--- src/rtl/fir_seq_ctrl_if.sv ---
`default_nettype none
// ============================================================================
//  Module   : fir_seq_ctrl_if
//  Brief    : Sample-strobe / history-RAM / filter-sequencing bundle for the
//             FIR tap sequencer (stats ports present with FIR_SEQ_STATS_EN).
//  Revision : 1.0 - initial release
// ============================================================================
interface fir_seq_ctrl_if #(
    parameter int AW = 10
);
    logic          smpl_vld;
    logic          wr_en;
    logic [AW-1:0] wr_ptr;
    logic [AW-1:0] rd_ptr;
    logic          sequencing;
    logic          seq_done;
    logic          primed;
    logic          busy;
    logic          overrun;
`ifdef FIR_SEQ_STATS_EN
    logic [15:0]   drop_cnt;
    logic [15:0]   pass_cnt;

    modport master (
        input  smpl_vld,
        output wr_en, wr_ptr, rd_ptr, sequencing, seq_done,
        output primed, busy, overrun, drop_cnt, pass_cnt
    );
    modport slave (
        output smpl_vld,
        input  wr_en, wr_ptr, rd_ptr, sequencing, seq_done,
        input  primed, busy, overrun, drop_cnt, pass_cnt
    );
`else
    modport master (
        input  smpl_vld,
        output wr_en, wr_ptr, rd_ptr, sequencing, seq_done,
        output primed, busy, overrun
    );
    modport slave (
        output smpl_vld,
        input  wr_en, wr_ptr, rd_ptr, sequencing, seq_done,
        input  primed, busy, overrun
    );
`endif
endinterface
`default_nettype wire

--- src/rtl/fir_seq_ctrl.sv ---
`default_nettype none
// ============================================================================
//  Module   : fir_seq_ctrl
//  Brief    : Writes each codec sample into the circular history RAM, then
//             walks the read pointer oldest->newest for SEQ_LEN taps and
//             strobes seq_done. Optional macro FIR_SEQ_STATS_EN adds
//             drop_cnt / pass_cnt counters.
//  Revision : 1.0 - initial release
// ============================================================================
module fir_seq_ctrl #(
    parameter int SEQ_LEN = 1021,
    parameter int DEPTH   = 1024,
    parameter int AW      = 10
) (
    input  logic                   clk,
    input  logic                   rst,
    fir_seq_ctrl_if.master         bus
);
    localparam int CW = $clog2(SEQ_LEN + 1);

    localparam logic [CW-1:0] c_seq_len  = CW'(SEQ_LEN);
    localparam logic [CW-1:0] c_last_tap = CW'(SEQ_LEN - 1);
    localparam logic [AW-1:0] c_rd_back  = AW'(SEQ_LEN - 1);

    if ((DEPTH != (1 << AW)) || (DEPTH <= SEQ_LEN)) begin : g_cfg_check
        $error("fir_seq_ctrl: DEPTH must equal 2**AW and exceed SEQ_LEN");
    end

    typedef enum logic [1:0] {
        S_IDLE  = 2'd0,
        S_WRITE = 2'd1,
        S_RUN   = 2'd2,
        S_DONE  = 2'd3
    } state_t;

    state_t          state_q,   state_d;
    logic [AW-1:0]   wr_ptr_q,  wr_ptr_d;
    logic [AW-1:0]   rd_ptr_q,  rd_ptr_d;
    logic [CW-1:0]   cnt_q,     cnt_d;
    logic [CW-1:0]   tap_q,     tap_d;
    logic            pend_q,    pend_d;
    logic            overrun_q, overrun_d;
    logic            w_drop;

    // A second sample already waiting while busy has nowhere to go.
    assign w_drop = bus.smpl_vld && (state_q != S_IDLE) && pend_q;

    always_comb begin
        state_d   = state_q;
        wr_ptr_d  = wr_ptr_q;
        rd_ptr_d  = rd_ptr_q;
        cnt_d     = cnt_q;
        tap_d     = tap_q;
        pend_d    = pend_q;
        overrun_d = overrun_q | w_drop;

        if (bus.smpl_vld && !pend_q && (state_q == S_WRITE || state_q == S_RUN)) begin
            pend_d = 1'b1;
        end

        case (state_q)
            S_IDLE: begin
                if (bus.smpl_vld) begin
                    state_d = S_WRITE;
                    pend_d  = 1'b0;
                end
            end
            S_WRITE: begin
                cnt_d    = (cnt_q == c_seq_len) ? cnt_q : cnt_q + 1'b1;
                rd_ptr_d = wr_ptr_q - c_rd_back;
                wr_ptr_d = wr_ptr_q + 1'b1;
                tap_d    = '0;
                state_d  = (cnt_q >= c_last_tap) ? S_RUN : S_IDLE;
            end
            S_RUN: begin
                if (tap_q == c_last_tap) begin
                    state_d = S_DONE;
                end else begin
                    tap_d    = tap_q + 1'b1;
                    rd_ptr_d = rd_ptr_q + 1'b1;
                end
            end
            S_DONE: begin
                // A waiting sample, or one landing right now, is written next.
                if (pend_q) begin
                    pend_d  = 1'b0;
                    state_d = S_WRITE;
                end else if (bus.smpl_vld) begin
                    state_d = S_WRITE;
                end else begin
                    state_d = S_IDLE;
                end
            end
            default: state_d = S_IDLE;
        endcase
    end

    always_ff @(posedge clk) begin
        if (rst) begin
            state_q   <= S_IDLE;
            wr_ptr_q  <= '0;
            rd_ptr_q  <= '0;
            cnt_q     <= '0;
            tap_q     <= '0;
            pend_q    <= 1'b0;
            overrun_q <= 1'b0;
        end else begin
            state_q   <= state_d;
            wr_ptr_q  <= wr_ptr_d;
            rd_ptr_q  <= rd_ptr_d;
            cnt_q     <= cnt_d;
            tap_q     <= tap_d;
            pend_q    <= pend_d;
            overrun_q <= overrun_d;
        end
    end

    assign bus.wr_en      = (state_q == S_WRITE);
    assign bus.wr_ptr     = wr_ptr_q;
    assign bus.rd_ptr     = rd_ptr_q;
    assign bus.sequencing = (state_q == S_RUN);
    assign bus.seq_done   = (state_q == S_DONE);
    assign bus.primed     = (cnt_q == c_seq_len);
    assign bus.busy       = (state_q != S_IDLE);
    assign bus.overrun    = overrun_q;

`ifdef FIR_SEQ_STATS_EN
    logic [15:0] drop_cnt_q, drop_cnt_d;
    logic [15:0] pass_cnt_q, pass_cnt_d;

    always_comb begin
        drop_cnt_d = drop_cnt_q;
        pass_cnt_d = pass_cnt_q;
        if (w_drop && (drop_cnt_q != 16'hFFFF)) begin
            drop_cnt_d = drop_cnt_q + 16'd1;
        end
        if (state_q == S_DONE) begin
            pass_cnt_d = pass_cnt_q + 16'd1;
        end
    end

    always_ff @(posedge clk) begin
        if (rst) begin
            drop_cnt_q <= '0;
            pass_cnt_q <= '0;
        end else begin
            drop_cnt_q <= drop_cnt_d;
            pass_cnt_q <= pass_cnt_d;
        end
    end

    assign bus.drop_cnt = drop_cnt_q;
    assign bus.pass_cnt = pass_cnt_q;
`endif

endmodule
`default_nettype wire

--- src/flat_wrapper.sv ---
// flat-port wrapper written by rule: the top's interface ports become plain ports
module fir_seq_ctrl_flat 
#(
    parameter int SEQ_LEN = 1021,
    parameter int DEPTH   = 1024,
    parameter int AW      = 10
)
  (clk, rst, bus_smpl_vld, bus_wr_en, bus_wr_ptr, bus_rd_ptr, bus_sequencing, bus_seq_done, bus_primed, bus_busy, bus_overrun);
  fir_seq_ctrl_if #(.AW(AW)) bus_i ();
  input  logic clk;
  input  logic rst;
  input wire logic [$bits(bus_i.smpl_vld)-1:0] bus_smpl_vld;
  output wire logic [$bits(bus_i.wr_en)-1:0] bus_wr_en;
  output wire logic [$bits(bus_i.wr_ptr)-1:0] bus_wr_ptr;
  output wire logic [$bits(bus_i.rd_ptr)-1:0] bus_rd_ptr;
  output wire logic [$bits(bus_i.sequencing)-1:0] bus_sequencing;
  output wire logic [$bits(bus_i.seq_done)-1:0] bus_seq_done;
  output wire logic [$bits(bus_i.primed)-1:0] bus_primed;
  output wire logic [$bits(bus_i.busy)-1:0] bus_busy;
  output wire logic [$bits(bus_i.overrun)-1:0] bus_overrun;
  assign bus_i.smpl_vld = bus_smpl_vld;
  assign bus_wr_en = bus_i.wr_en;
  assign bus_wr_ptr = bus_i.wr_ptr;
  assign bus_rd_ptr = bus_i.rd_ptr;
  assign bus_sequencing = bus_i.sequencing;
  assign bus_seq_done = bus_i.seq_done;
  assign bus_primed = bus_i.primed;
  assign bus_busy = bus_i.busy;
  assign bus_overrun = bus_i.overrun;
  fir_seq_ctrl #(.SEQ_LEN(SEQ_LEN), .DEPTH(DEPTH), .AW(AW)) u_core (.clk(clk), .rst(rst), .bus(bus_i));
endmodule
--- config.mk ---
export PLATFORM = sky130hd
export DESIGN_NAME = fir_seq_ctrl_flat
export DESIGN_NICKNAME = d
export VERILOG_FILES = /design/src/rtl/fir_seq_ctrl_if.sv /design/src/rtl/fir_seq_ctrl.sv /design/src/flat_wrapper.sv
export SDC_FILE = /design/constraint.sdc
export NUM_CORES = 1
export LEC_CHECK = 0
export BUFFER_PORTS_ARGS = -buffer_cell sky130_fd_sc_hd__buf_2
export CAP_MARGIN = 20
export CORE_MARGIN = 2
export CORE_UTILIZATION = 35
export DETAILED_ROUTE_END_ITERATION = 12
export MAX_ROUTING_LAYER = met4
export PLACE_DENSITY = 0.54
export SYNTH_ARGS = -nofsm -noshare
export SYNTH_HDL_FRONTEND = slang
export SYNTH_SLANG_ARGS = --single-unit
--- constraint.sdc ---
create_clock -name clk -period 1.8 [get_ports clk]
set_clock_uncertainty 0.1 [all_clocks]
set_input_delay 0.09 -clock clk [delete_from_list [all_inputs] [get_ports clk]]
set_output_delay 0.09 -clock clk [all_outputs]
set_load 0.01 [all_outputs]
Yosys cells after proc, flatten, opt, wreduce, memory -nomap -nowiden
Index checks and enable logic that the tools add are counted.
- add/subtract/negate cells: 5
- $lt $le $gt $ge: 1
- equal/unequal tests: 8
- muxes and demuxes: 14
- bitwise operators: 2
- reductions and logical operators: 12
- operators with widths (cell ; count):
    adder 10 x 1 -> 10 bit, second input constant ; 4
    case mux 10 bit (2 select lines) ; 2
    == test 10 bit, second input constant ; 2
    two-way mux 10 bit ; 2
    greater-or-equal comparator 10 bit, second input constant ; 1
    subtractor 10 bit, second input constant ; 1
    two-way mux 2 bit ; 4
    case mux 2 bit (4 select lines) ; 1
    AND reduction 2 bit ; 3
    == test 2 bit, second input constant ; 2
    logical AND 1 bit ; 4
    two-way mux 1 bit ; 4
    != test 2 bit, second input constant ; 2
    nonzero test 2 bit ; 2
    == test 2 x 1 -> 1 bit, second input constant ; 1
    logical NOT 2 bit ; 1
    != test 2 x 1 -> 1 bit, second input constant ; 1
    case mux 1 bit (2 select lines) ; 1
    logical NOT 1 bit ; 1
    logical OR 1 bit ; 1
    inverter 1 bit ; 1
    bitwise OR 1 bit ; 1
- register bits: 44
- input bits: 3
- output and inout port bits: 26
- logic and storage cells: 49

Logic depth before layout (Yosys ltp)
Gate-level depths: netlist of the first run.
- depth after elaboration: 6
- gate-level depth with buffers: 8

Worst setup path after synthesis of the first run
Ideal clock, no wire load.
- path type: register -> register
- from: reg u_core.state_q[0]
- to: reg u_core.tap_q[7]
- arrival: 1.768 ns
- setup slack: -0.138 ns
- stages on the path, launching flop included: 6
- buffers on the path: 0
- period minus slack after synthesis: 1.938 ns
- cells stage by stage: dfxtp_1 > ha_1 > nor2_1 > or3_4 > or4_1 > a21oi_1
- longest elaborated chain between the ends: 3
- elaborated cells on any way between the ends: 6
- ends and longest elaborated chain (item ; RTL line ; source):
    start: declaration ; fir_seq_ctrl.sv:36 ; state_t state_q, state_d;
    start signal: assignment ; fir_seq_ctrl.sv:108 ; state_q <= state_d;
    == test 2 x 1 -> 1 bit * ; n/a ;
    via bus_wr_en ; flat_wrapper.sv:13 ; output wire logic [$bits(bus_i.wr_en)-1:0] bus_wr_en;
    nonzero test 2 bit (no source line) ; n/a ;
    AND reduction 2 bit (no source line) ; n/a ;
    end signal: assignment ; fir_seq_ctrl.sv:112 ; tap_q <= tap_d;
    end: declaration ; fir_seq_ctrl.sv:40 ; logic [CW-1:0] tap_q, tap_d;
The timed path passes the listed nets; every way through them passes the cells marked *.
A chain may end at the register's enable or synchronous reset.

Worst setup path after layout of the first run
- from: reg u_core.state_q[0]
- to: reg u_core.tap_q[9]
- longest elaborated chain between the ends: 3
- elaborated cells on any way between the ends: 6
- ends and longest elaborated chain (item ; RTL line ; source):
    == test 2 bit / == test 2 x 1 -> 1 bit (equally long branches) ; fir_seq_ctrl.sv:61 ; case (state_q)
    != test 2 bit (no source line) / nonzero test 2 bit (equally long branches) ; n/a ;
    AND reduction 2 bit (no source line) ; n/a ;
Several ways; a longest one is shown, not always the timed one.

==> results.yml, run 1 <==
outcome:
  status: "finished clean"
route:
  ant_nets: 0
  drt-vias-per-instance: 5.34
  drt_iter0_drc: 88
  drt-wirelength-per-cell_um: 14.2
  dr.pass1.iters: 4
  wl_um: 6150
  vias: 2309
  drc: 0
synth:
  yosysTopAreaCell: "dfxtp_1"
  synth_area_um2: 2370
  syn_area_per_cell_um2: 8.36
  async_reset_ff_share_pct: 0
  synth_cell_type_count: 48
  ys_ff_latch: 44
  yosys.area.top_type_share_pct: 37.2
  syn-num-nets: 298
  synthTopCellsByArea: "dfxtp_1, ha_1, nor2_1"
  synth_ff_type: "dfxtp_1"
  netlist_top_cells_count: "dfxtp_1, nor2_1, nand2_1, a21oi_1, inv_1"
  synth_most_common_cell: "dfxtp_1"
  ys_seq_area_share_pct: 37.2
  yosys_warnings: 0
  synth_edf_count: 0
  synthCells: 283
floorplanning:
  die_height_um: 86.2
  core_area_um2: 6460
  ios: 29
  initial_core_util_pct: 36.7
  rows: 29
  die-area_um2: 7440
  dieWidth_um: 86.2
timing:
  period_share_pct: 97.9
  slew_violations: 0
  rsz0062_at_grt: "yes"
  setup_viol: 0
  fin_ws_ns: 0.0380
  hold_viol_final: 0
  fmax_mhz: 568
  slew_headroom_pct: 62.6
  worstMarginPinSlew_ns: 0.560
  period_minus_slack_ns: 1.76
cells_and_area:
  finalNetCount: 369
  syn_to_final_growth_pct: 32.4
  finalNonFillerCells: 432
  diodes: 0
  post_route_cells_drive_above_1_share_pct: 30.7
power:
  power.leakage_nw: 1.18
  combinationalPowerShare_pct: 11.2
  peakVddDrop_mv: 0.280
  power_switching_mw: 0.482
  power.share.switching_pct: 25.6
  seqPwrFrac_pct: 53.7
  powerDensity_nw_per_um2: 602
  clkPwrFrac_pct: 35.1
  p_int_mw: 1.40
cts:
  path_clk_slew_ns: 0.09
  clk_path_buf_depth: 2
  numCtsBuffers: 5
  cts_max_level: 2
  numClockSinks: 44
  cts_tree: "done"
  clkLatencyLatePin_ns: 0.30
  cts_root_buf: "clkbuf_8"
global_routing:
  antenna_found_initial: 0
  grt_overflow_total: 0
  grt_pass1_vias: 2218
  grt_pass1_wl_um: 10300
  top_usage_layer: "met2"
  grt_max_degree: 28
  grtUsageMet3_pct: 3.14
  grtUsageMet2_pct: 27.7
  track_usage_pct: 17.7
  grtUsageMet1_pct: 23.2
worst_setup_path:
  cp_cell_sequence: "inv_4 > ha_4 > nor2_2 > or3_4 > or4_1 > a21oi_2"
  worstPathArrival_ns: 1.89
  setup.worst_path.start_class: "register"
  cp_slowest_cell: "or4_1"
  path_max_fanout: 5
  critPathMaxStageDelay_ns: 0.49
  worstSetupEndpointType: "register"
  cp.required_ns: 1.93
  criticalPathCategory: "register to register"
place:
  post-place-ws_ns: -0.0201
  io_buffers: 28
  placed_cells: 420
  post-dp-hpwl_um: 4450
  gp_congestion: 0.833
worst_hold_path:
  hp-class: "input port to register"
job:
  cap_viol_max_count: 0
==> power by group through the flow <==
stage / clock network (mW) / registers (mW) / logic, mW
5_1_grt: 0.717 / 1.02 / 0.237
4_1_cts: 0.686 / 1.01 / 0.203
3_5_place_dp: 0 / 1.03 / 0.199
3_3_place_gp: 0 / 1.03 / 0.197
2_1_floorplan: 0 / 1.04 / 0.0997
6_report: 0.662 / 1.01 / 0.211
==> cell families (layout without fill, tap and decap cells) <==
family	after synthesis	in the layout	synth area share [%]
AO/OA/AOI/OAI	73	73	21.0
XOR/XNOR	14	14	5.18
adder cells (fa/ha/maj)	12	12	6.34
buffers and inverters	24	96	3.96
flip-flops	44	44	37.2
multiplexers	5	5	2.11
AND/OR/NAND/NOR	111	111	24.2
==> layout make-up <==
| type | count | area [um2] |
|---|---|---|
| fillers | 636 | 3320 |
| clock buffers | 8 | 90.1 |
| multi-input cells | 215 | 1500 |
| repair buffers | 73 | 493 |
| flip-flops and latches | 44 | 890 |
| inverters | 15 | 62.6 |
| well taps | 77 | 96.3 |
==> worst paths after layout <==
kind | startpoint | end | slack (ns) | cells after the start
setup / recovery | u_core.state_q[0] | u_core.tap_q[9] | 0.04 | 6
hold / removal | rst | u_core.bus.wr_ptr[7] | 0.17 | 2
setup reg to reg | u_core.state_q[0] | u_core.tap_q[9] | 0.04 | 6
hold reg to reg | u_core.bus.overrun | u_core.bus.overrun | 0.36 | 2
==> cells in the final DEF (no fill, tap or decap), types with 2 or more instances in the layout <==
master / count
dfxtp_2: 4
a21oi_1: 16
a211o_1: 2
or4_1: 3
buf_2: 28
dfxtp_1: 39
clkbuf_1: 2
xnor2_1: 10
nor3_1: 13
o41ai_1: 2
xor2_1: 4
mux2i_1: 5
or3_1: 6
o21a_1: 3
o21ai_0: 10
nand2_1: 20
nor2_1: 26
inv_1: 11
a31oi_1: 3
a21oi_2: 3
inv_2: 2
and2_1: 2
o31ai_1: 12
nand3_2: 2
clkbuf_8: 6
nand2b_1: 3
or4_4: 3
buf_4: 43
and4_1: 4
nand3_1: 11
ha_4: 2
nand4_1: 9
o211ai_1: 2
a211oi_1: 6
ha_1: 9
==> metal layers <==
layer | wire length (um) | share of wire (%)
met1 | 3010 | 49
met5 | 0 | 0
met4 | 90 | 1.5
met2 | 2890 | 47
met3 | 157 | 2.6
==> per-stage QoR <==
step / total power [mW] / hold slack (ns) / setup TNS, ns / util [%] / area, um2
global placement: 1.23 / 0.294 / 0 / 45.1 / 2920
finish: 1.89 / 0.166 / 0 / 48.5 / 3130
global route: 1.97 / 0.193 / -0.357 / 48.5 / 3130
detailed placement: 1.23 / 0.299 / -0.0484 / 45.1 / 2920
CTS: 1.90 / 0.158 / 0 / 47.0 / 3030
floorplan: 1.14 / 0.155 / 0 / - / 2400
==> registers in the layout, summed over array words and instances, names as in the netlist, named ones only <==
register / cells
u_core.bus.rd_ptr: 10
u_core.pend_q: 1
u_core.state_q: 1
u_core.bus.wr_ptr: 10
u_core.bus.overrun: 1
u_core.cnt_q: 10
u_core.tap_q: 10
==> critical path, delay by kind of cell (launching register included) <==
family / cells / cell delay [ns]
DFF: 1 / 0.37
adders and majority gates: 1 / 0.15
AOI/OAI and AO/OA: 1 / 0.13
buffers and inverters: 1 / 0.06
and+or+nand+nor: 3 / 0.89
==> what timing repair did <==
action / in CTS / in global routing
gates resized for setup: 5 / 22
hold endpoints to repair: 2 / 0
hold buffers: 1 / 0
setup endpoints to repair: 4 / 18
buffers inserted: 0 / 3
pin swaps: 1 / 5
Power figures use the tool's default switching activity.
==> run 2: changes to the inputs <==
Settings changed: ABC_AREA set to 1, PLACE_DENSITY 0.54 to 0.53.
==> run 2 against run 1 <==
Effect of this change:
- combinational power rose to 7.4 times the previous value
- synthesized area rose by 8.4%
- fmax rose by 6.1%
- total power rose by 89%
- global-route usage fell by 1.1 points
- clock power fell by 6.2%
- die area rose by 8.0%
- largest cell class unchanged
==> results.yml, run 2 <==
outcome:
  status: "finished clean"
place:
  post-dp-hpwl_um: 4590
  gp_congestion: 0.885
  io_buffers: 28
  placed_cells: 527
power:
  power.leakage_nw: 1.33
  powerDensity_nw_per_um2: 1180
  peakVddDrop_mv: 0.514
floorplanning:
  die_height_um: 89.6
  die-area_um2: 8030
  core_area_um2: 7180
  rows: 31
  ios: 29
  dieWidth_um: 89.6
  initial_core_util_pct: 35.7
cells_and_area:
  final_cell_mix: "nand2_1, nor2_1, inv_1"
  fillers: 789
  finalNetCount: 450
  final_util_pct: 42.1
  syn_to_final_growth_pct: 17.9
  post_route_cells_drive_above_1_share_pct: 17.2
  mostFrequentLayoutCell: "nand2_1"
  diodes: 0
  finalNonFillerCells: 534
  ff_latch_area_um2: 882
  multi_input_area_um2: 1450
worst_setup_path:
  crit_family: "buffers and inverters"
  r2r-end: "u_core.tap_q[9]"
  reg2reg_from: "u_core.state_q[0]"
  critical_path_cell_count: 10
  worstSetupEndpointType: "register"
  cp_cell_sequence: "inv_1 > ha_1 > buf_12 > nand2_4 > nand2_8 > buf_4 > nand3_1 > nand2_1 > inv_1 > nor2_1"
  setup.worst_path.start_class: "register"
  rrSetupSlack_ns: 0.14
  path_max_fanout: 18
  cp_slowest_cell: "dfxtp_1"
  cp.required_ns: 1.90
  crit_top_cell: "inv_1"
  critPathBufInv: 4
  criticalPathCategory: "register to register"
  crit_path_end: "u_core.tap_q[9]"
  reg2regPathDepth: 10
  critPathMaxStageDelay_ns: 0.39
  crit_start: "u_core.state_q[0]"
  worstPathArrival_ns: 1.76
global_routing:
  grt_overflow_total: 0
  grt_pass1_wl_um: 10200
  grt_pass1_vias: 2192
  antenna_found_initial: 0
  track_usage_pct: 16.6
  grt_max_degree: 19
synth:
  synth_area_um2: 2560
  syn-num-nets: 407
  syn_area_per_cell_um2: 6.54
  yosys.area_share.adder_pct: 5.85
  synth_top_family_by_area: "simple AND/OR/NAND/NOR gates"
  muxShareOfSynthArea_pct: 0
  synthCells: 392
  ys_seq_area_share_pct: 34.3
  synth_ff_type: "dfxtp_1"
  synth_compound_area_share_pct: 13.6
  synth_cell_type_count: 29
  async_reset_ff_share_pct: 0
  yosys.area.top_type_share_pct: 34.3
  netlist_top_cells_count: "nand2_1, nor2_1, inv_1, dfxtp_1, a21oi_1"
  synth-xor-area-share_pct: 2.73
  synth_edf_count: 0
  synthTopCellsByArea: "dfxtp_1, nand2_1, nor2_1"
  synth_most_common_cell: "nand2_1"
  synth_simple_gate_area_share_pct: 33.7
  ys_ff_latch: 44
  yosys_warnings: 0
  yosysTopAreaCell: "dfxtp_1"
route:
  drt-wirelength-per-cell_um: 11.4
  drt_iter0_drc: 69
  drt-vias-per-instance: 4.68
  drc: 0
  wl_um: 6110
  dr.pass1.iters: 4
  vias: 2500
  ant_nets: 0
timing:
  setup_viol: 0
  slew_headroom_pct: 78.3
  period_minus_slack_ns: 1.66
  fmax_mhz: 602
  hold_viol_final: 0
  period_share_pct: 92.2
  slew_violations: 0
  worstMarginPinSlew_ns: 0.317
cts:
  cts_root_buf: "clkbuf_8"
  clkLatencyLatePin_ns: 0.30
  cts_max_level: 2
  numClockSinks: 44
  post_cts_buffers: 0
  cts_tree: "done"
  clk_path_buf_depth: 2
  cts_hold_buf: 0
  numCtsBuffers: 5
  cts-resized-gates: 0
  path_clk_slew_ns: 0.09
job:
  cap_viol_max_count: 0
worst_hold_path:
  hold_depth: 4
  hp-class: "input port to register"
  min_from: "bus_smpl_vld"
## run 2: cell count changes after synthesis, moves of 5 or more
cell / previous run / this run
nand3_1: 12 / 24
mux2i_1: 5 / 0
or4_1: 6 / 0
nand2_1: 20 / 93
a21oi_1: 19 / 34
xnor2_1: 10 / 0
o21ai_1: 0 / 11
o31ai_1: 12 / 0
nor2_1: 27 / 50
a211oi_1: 7 / 0
inv_1: 14 / 46
or3_1: 6 / 0
## run 2: layout make-up
cell class | instances | area share, %
Clock inverter | 2 | 0.414
Multi-Input combinational cell | 287 | 48.0
Inverter | 50 | 6.25
Sequential cell | 44 | 29.2
Timing Repair Buffer | 47 | 9.77
Tap cell | 99 | 4.10
Clock buffer | 5 | 2.28
## run 2: logic make-up (layout without fill, tap and decap cells)
| kind of cell | count (synthesis) | after routing |
|---|---|---|
| buffers and inverters | 61 | 104 |
| xor gates and xnor gates | 8 | 8 |
| and+or+nand+nor | 201 | 201 |
| DFF | 44 | 44 |
| adders and majority gates | 12 | 12 |
| AOI/OAI and AO/OA | 66 | 66 |
## run 2: power by group
group	switching [mW]	internal, mW	total (mW)	leakage (nW)
combinational	0.944	0.623	1.57	0.936
sequential	0.224	1.16	1.39	0.358
clock	0.357	0.264	0.621	0.0400
total	1.53	2.05	3.57	1.33
## run 2: worst min-delay path, cell delays in order
cell and delay (ns):
buf_2 0.07, inv_1 0.06, a21oi_1 0.13, nor2_1 0.05
## run 2: worst min-delay path by stage
stage | end | slack [ns]
global placement | u_core.pend_q | 0.34
finish | u_core.pend_q | 0.03
global route | u_core.pend_q | 0.06
CTS | u_core.pend_q | 0.02
floorplan | u_core.pend_q | 0.22
detailed placement | u_core.pend_q | 0.35
## run 2: metal layers
layer | wire (um) | vias to the layer above | GRT usage (%)
li1 | - | 1344 | -
met1 | 3240 | 1122 | 24.5
met2 | 2620 | 30 | 23.5
met3 | 219 | 4 | 2.74
met4 | 37 | 0 | 3.93
met5 | 0 | - | -
## run 2: metrics by stage
step | worst slack, ns | instance area (um2) | hold slack (ns) | power (mW) | setup TNS, ns
after floorplan | 0.0811 | 2560 | 0.224 | 2.42 | 0
after global placement | 0.110 | 2920 | 0.342 | 2.94 | 0
after detailed placement | 0.0563 | 2920 | 0.351 | 2.95 | 0
after CTS | 0.0371 | 3000 | 0.0195 | 3.58 | 0
after global routing | -0.00276 | 3020 | 0.0649 | 3.89 | -0.00276
final | 0.140 | 3020 | 0.0336 | 3.57 | 0
